===== src/rtl/serial_sub_pkg.sv =====
// Shared encodings and width limits for the bit-serial subtractor.
// Optional add mode is enabled by defining SERIAL_SUB_ADD_MODE_EN.
package serial_sub_pkg;

  typedef enum logic [1:0] {
    ST_IDLE = 2'd0,
    ST_RUN  = 2'd1,
    ST_DONE = 2'd2
  } state_e;

  localparam int WIDTH_MIN = 2;
  localparam int WIDTH_MAX = 32;

  function automatic bit width_legal(input int w);
    return (w >= WIDTH_MIN) && (w <= WIDTH_MAX);
  endfunction

endpackage


===== src/rtl/serial_sub_fs_cell.sv =====
// One-bit full subtractor cell; becomes a full adder/subtractor when
// SERIAL_SUB_ADD_MODE_EN is defined (mode=1 selects addition).
module fs_cell (
  input  logic a,
  input  logic b,
  input  logic bi,
`ifdef SERIAL_SUB_ADD_MODE_EN
  input  logic mode,
`endif
  output logic d,
  output logic bo
);

  // Sum/difference bit is the same XOR for both operations.
  always_comb begin
    d  = a ^ b ^ bi;
`ifdef SERIAL_SUB_ADD_MODE_EN
    if (mode) begin
      bo = (a & b) | ((a ^ b) & bi);
    end else begin
      bo = (~a & b) | (~(a ^ b) & bi);
    end
`else
    bo = (~a & b) | (~(a ^ b) & bi);
`endif
  end

endmodule


===== src/rtl/serial_sub.sv =====
// Bit-serial WIDTH-bit subtractor, LSB first, start/busy/done handshake.
// Define SERIAL_SUB_ADD_MODE_EN to add a 'mode' port selecting addition.
module serial_sub
  import serial_sub_pkg::*;
#(
  parameter int WIDTH = 8,
  parameter int CNT_W = $clog2(WIDTH) + 1
) (
  input  logic             clk,
  input  logic             rst,
  input  logic             start,
  input  logic [WIDTH-1:0] a,
  input  logic [WIDTH-1:0] b,
  input  logic             bin,
`ifdef SERIAL_SUB_ADD_MODE_EN
  input  logic             mode,
`endif
  output logic             busy,
  output logic             done,
  output logic [WIDTH-1:0] diff,
  output logic             bout
);

  localparam logic [CNT_W-1:0] CNT_LAST = CNT_W'(WIDTH - 1);

  state_e             state_q, state_d;
  logic [WIDTH-1:0]   a_sr_q, a_sr_d, b_sr_q, b_sr_d;
  logic [WIDTH-2:0]   res_sr_q, res_sr_d;
  logic [WIDTH-1:0]   shifted_s;
  logic               brw_q, brw_d;
  logic [CNT_W-1:0]   cnt_q, cnt_d;
  logic [WIDTH-1:0]   diff_q, diff_d;
  logic               bout_q, bout_d;
  logic               busy_q, busy_d, done_q, done_d;
  logic               cell_d, cell_bo;
`ifdef SERIAL_SUB_ADD_MODE_EN
  logic               mode_q, mode_d;
`endif

  fs_cell u_cell (
    .a   (a_sr_q[0]),
    .b   (b_sr_q[0]),
    .bi  (brw_q),
`ifdef SERIAL_SUB_ADD_MODE_EN
    .mode(mode_q),
`endif
    .d   (cell_d),
    .bo  (cell_bo)
  );

  // res_sr keeps only the WIDTH-1 bits already produced; the new bit joins on top.
  assign shifted_s = {cell_d, res_sr_q};

  // Next-state, datapath shifting and result capture.
  always_comb begin
    state_d  = state_q;
    a_sr_d   = a_sr_q;
    b_sr_d   = b_sr_q;
    res_sr_d = res_sr_q;
    brw_d    = brw_q;
    cnt_d    = cnt_q;
    diff_d   = diff_q;
    bout_d   = bout_q;
`ifdef SERIAL_SUB_ADD_MODE_EN
    mode_d   = mode_q;
`endif
    case (state_q)
      ST_IDLE: begin
        if (start) begin
          a_sr_d   = a;
          b_sr_d   = b;
          brw_d    = bin;
          res_sr_d = '0;
          cnt_d    = '0;
`ifdef SERIAL_SUB_ADD_MODE_EN
          mode_d   = mode;
`endif
          state_d  = ST_RUN;
        end else begin
          state_d  = ST_IDLE;
        end
      end
      ST_RUN: begin
        res_sr_d = shifted_s[WIDTH-1:1];
        a_sr_d   = {1'b0, a_sr_q[WIDTH-1:1]};
        b_sr_d   = {1'b0, b_sr_q[WIDTH-1:1]};
        brw_d    = cell_bo;
        cnt_d    = cnt_q + CNT_W'(1);
        if (cnt_q == CNT_LAST) begin
          diff_d  = shifted_s;
          bout_d  = cell_bo;
          state_d = ST_DONE;
        end else begin
          state_d = ST_RUN;
        end
      end
      ST_DONE: state_d = ST_IDLE;
      default: state_d = ST_IDLE;
    endcase
    busy_d = (state_d == ST_RUN);
    done_d = (state_d == ST_DONE);
  end

  // State and datapath registers.
  always_ff @(posedge clk or posedge rst) begin
    if (rst) begin
      state_q  <= ST_IDLE;
      a_sr_q   <= '0;
      b_sr_q   <= '0;
      res_sr_q <= '0;
      brw_q    <= 1'b0;
      cnt_q    <= '0;
      diff_q   <= '0;
      bout_q   <= 1'b0;
      busy_q   <= 1'b0;
      done_q   <= 1'b0;
`ifdef SERIAL_SUB_ADD_MODE_EN
      mode_q   <= 1'b0;
`endif
    end else begin
      state_q  <= state_d;
      a_sr_q   <= a_sr_d;
      b_sr_q   <= b_sr_d;
      res_sr_q <= res_sr_d;
      brw_q    <= brw_d;
      cnt_q    <= cnt_d;
      diff_q   <= diff_d;
      bout_q   <= bout_d;
      busy_q   <= busy_d;
      done_q   <= done_d;
`ifdef SERIAL_SUB_ADD_MODE_EN
      mode_q   <= mode_d;
`endif
    end
  end

  assign busy = busy_q;
  assign done = done_q;
  assign diff = diff_q;
  assign bout = bout_q;

endmodule


===== config.mk =====
export PLATFORM = sky130hd
export DESIGN_NAME = serial_sub
export DESIGN_NICKNAME = d
export VERILOG_FILES = /design/src/rtl/serial_sub_pkg.sv /design/src/rtl/serial_sub_fs_cell.sv /design/src/rtl/serial_sub.sv
export SDC_FILE = /design/constraint.sdc
export NUM_CORES = 1
export LEC_CHECK = 0
export ABC_CLOCK_PERIOD_IN_PS = 3520
export CAP_MARGIN = 20
export CORE_MARGIN = 3
export CORE_UTILIZATION = 35
export DETAILED_ROUTE_END_ITERATION = 10
export HOLD_SLACK_MARGIN = 0.02
export PLACE_DENSITY = 0.6
export SYNTH_ARGS = -nofsm -noshare
export SYNTH_HDL_FRONTEND = slang
export SYNTH_HIERARCHICAL = 1
export SYNTH_SLANG_ARGS = --single-unit
export TNS_END_PERCENT = 100

===== constraint.sdc =====
create_clock -name clk -period 3.52 [get_ports clk]
set_input_delay 0.704 -clock clk [delete_from_list [all_inputs] [get_ports clk]]
set_output_delay 0.704 -clock clk [all_outputs]
set_load 0.005 [all_outputs]

[Yosys cells after proc, flatten, opt, wreduce, memory -nomap -nowiden]
Index checks and enable logic that the tools add are counted.
Widths: inputs -> output; s select.
Word-level totals
  latch bits: 0
  input port bits: 20
  bits in read-only memories: 0
  memories: 0
  flip-flop bits (word level): 41
  logic and storage cells: 40
  memory bits (writable): 0
  output and inout bits: 11
Operators by class
  order comparisons: 0
  $mul: 0
  muxes and demuxes: 13
  shift operators: 0
  equal/unequal tests: 5
  div/mod/pow operators: 0
  add/sub/neg operators: 1
  reductions and logical operators: 4
  bitwise gates (word level): 7
Operator list (number)
  $pmux 8 s2: 2
  $mux 8: 2
  $pmux 7 s2: 1
  $pmux 4 s2: 1
  $mux 7: 1
  $add 4x1->4 const B: 1
  $eq 2x1->1 const B: 2
  $eq 4x3->1 const B: 1
  $mux 4: 1
  $pmux 2 s2: 1
  $reduce_and 2->1: 2
  $and 1x1->1: 2
  $eq 2x2->1 const B: 1
  $logic_not 2->1: 1
  $mux 1: 2
  $mux 2: 1
  $ne 2x2->1 const B: 1
  $not 1->1: 2
  $pmux 1 s2: 1
  $reduce_bool 2->1: 1
  $xor 1x1->1: 2
  $or 1x1->1: 1

[Logic depth before layout (Yosys ltp)]
  depth in word-level cells: 5
  mapped depth: 5

[Modules after synthesis]
The synthesis kept the hierarchy.
By module, submodules not included
  serial_sub: cells an instance 155, area each 1647.8 um^2, instances 1
  fs_cell: cells an instance 4, area each 31.3 um^2, instances 1

[Worst setup path before layout]
Ideal clock, no wire load.
  path type: in2reg
  start: input start
  end: register a_sr_q[3]
  buffers on the path: 2
  path slack: 1923 ps
  data arrival time: 1476 ps
  data required time: 3399 ps
  cell stages on the path: 5
  library setup time: 121 ps
  cells stage by stage: or3b_1 > clkbuf_1 > buf_2 > o22ai_1 > nor2_1
Between the ends
  word-level cells in the longest chain between the ends: 2
Ends and longest elaborated chain
  start, declared: line serial_sub.sv:11  | input logic start,
  $ne 2x2->1 (no source line)
  $reduce_and 2->1 (no source line)
  end signal, assigned: line serial_sub.sv:122  | a_sr_q <= a_sr_d;
  end, declared: line serial_sub.sv:27  | logic [WIDTH-1:0] a_sr_q, a_sr_d, b_sr_q, b_sr_d;
Every way passes these cells.
A chain may end at the register's enable or synchronous reset.

[Worst setup path after layout]
  start: input start
  end: register a_sr_q[2]
The elaborated chain is that of the path after synthesis.

==> results.toml <==
[timing]
hold_violations = 0
clock_skew_ns = 0.00474
setup_viol_count_final = 0
grt_setup_unrepaired = "no"
fin_setup_tns_ns = 0
slew_headroom_pct = 32.9
tightest_slew_ns = 1.01
timing.fmax_mhz = 458
min_period_over_period_pct = 62.1
worst_slack_ns = 1.34
whs_ns = 0.495
fin_crit_ns = 2.18
slew_violations = 0

[layout]
layout_commonest_cell = "dfrtp_1"
most-common-layout-cells = "41 x dfrtp_1, 30 x nor2_1, 30 x clkdlybuf4s50_1"
syn2layout_area_growth_pct = 24.0
finalNonFillerCells = 238
fin_nets = 209
utilization_pct = 46.2
drive_above_1_share_pct = 10.2
final_cell_area_sq_um = 2080
diodes = 0

[power]
power_mw = 1.71
peakVddDrop_v = 0.000293
power_density_nw_per_um2 = 822
leakagePower_nw = 0.948

[critical_path]
crit_required_ns = 3.69
endpoint_kind = "flop"
rr_worst_depth = 3
cp_slowest_cell = "or3b_1"
cp-start-kind = "primary input"
worstPathMaxFanout = 31
arrival_ns = 2.35
critPathKind = "in -> reg"
crit_chain = "clkdlybuf4s50_1, or3b_1, o22ai_1, nor2_1"
worst_r2r_endpoint = "a_sr_q[2]"
r2r_start = "state_q[0]"
slowest_delay_ns = 0.77
r2r_slack_ns = 1.78

[placed_design]
portBuffers = 30
dp.cells = 232
place_area_sq_um = 2010
gp_congestion = 0.746
hpwl_um = 2060
place_ws_ns = 1.04

[global_route]
grt_pass1_wl_um = 5290
grt_pass1_vias = 1230
grt_overflow = 0
antenna_found_initial = 0
grt_max_degree = 42
track_usage_pct = 12.4

[drt]
drt-initial-drc-count = 60
vias = 1193
postRouteWirelength_um = 3090
ant_nets = 0
drc = 0
wl_per_cell_um = 13.0
vias_per_cell = 5.01
first_pass_iters = 4

[synthesis]
synth_top_cell_area_share_pct = 61.1
netlist_instances = 159
async_flop_share_pct = 100
synth_area_sq_um = 1680
synth_seq_cells = 41
yosys_warnings = 6
synth_top_area_cell = "dfrtp_1"
synthFlopType = "dfrtp_1"
synth_edf_count = 0
synthDistinctLibCells = 24
yosysSeqAreaShare_pct = 61.1
yosys-top-cells-area = "dfrtp_1 61%, nor2_1 6.7%, mux2_2 6.0%"
syn-num-nets = 181
syn_avg_cell_area_sq_um = 10.6

[worst_hold_path]
hp-class = "reg -> reg"
min-delay-start = "brw_q"
hold_depth = 2
min_to = "brw_q"

[clock_tree]
h-tree-depth = 2
clk_pin_slew_ns = 0.07
clock_latency_ns = 0.28
cts_hold_buf = 0
cts_setup_buffers = 0
cts_resized = 0
clock-sinks = 41
root_buffer = "clkbuf_8"
tritoncts = "done"
numCtsBuffers = 5
clk_path_buf_depth = 2

[run_status]
outcome = "finished clean"

[floorplan]
initial_utilization_pct = 37.3
num_rows = 24
die_x_um = 75.3
pin_count = 31
core_area_sq_um = 4500
die_area_sq_um = 5660
die_h_um = 75.3

[job]
cap_viol_max_count = 0
-- power breakdown --
part           total, mW  switching [mW]  internal (mW)
logic              0.638           0.318          0.319
clock network      0.271           0.141          0.130
registers          0.803           0.123          0.681
-- layout make-up --
class                           instances  area [sq um]
Sequential cell                        41          1030
Clock buffer                            5          68.8
Tap cell                               52          65.1
Fill cell                             440          2420
Inverter                                6          22.5
Timing Repair Buffer                   31           308
Multi-Input combinational cell        102           587
Clock inverter                          1          5.00
-- worst max path at each step --
stage	startpoint	to	slack (ns)	cells after the start
2_1_floorplan	rst	a_sr_q[0]	1.87	1
3_3_place_gp	start	b_sr_q[1]	1.10	4
3_5_place_dp	start	a_sr_q[2]	1.04	4
4_1_cts	start	a_sr_q[2]	1.34	4
5_1_grt	start	a_sr_q[2]	1.20	4
6_report	start	a_sr_q[2]	1.34	4
-- synthesized netlist by cell type (all sizes together) (2+ instances only) --
cell type   n
buf         6
clkbuf      4
dfrtp      41
inv         6
mux2        9
nand2      20
nand3      11
nor2       30
nor3        2
o21ai       5
o22ai      15
-- cell families (layout without fill, tap and decap cells) --
kind of cell,after synthesis,count (layout),share of synthesized area [%]
DFF,41,41,61.1
buffers and inverters,16,43,3.95
and+or+nand+nor,68,68,18.3
AOI/OAI and AO/OA,22,22,8.12
adders and majority gates,2,2,1.94
muxes,10,10,6.63
-- state kept, by name, indices dropped and copies added, names as in the netlist --
name / flops
a_sr_q: 8
b_sr_q: 8
bout: 1
brw_q: 1
busy: 1
cnt_q: 4
diff: 8
done: 1
res_sr_q: 7
state_q: 2
-- critical path: cells and delay by family --
kind | cells | cell delay (ns)
compound gates | 1 | 0.32
buf+inv | 1 | 0.47
simple gates | 2 | 0.85
-- layer usage --
layer / GRT usage, % / up-vias / part of all wire [%]
met3: 3.60 / 6 / 3.9
met1: 15.2 / 581 / 44
li1: - / 584 / -
met5: 0 / - / 0
met2: 20.6 / 22 / 50
met4: 5.24 / 0 / 2.0
No activity file was read; power rests on OpenSTA's default activity.
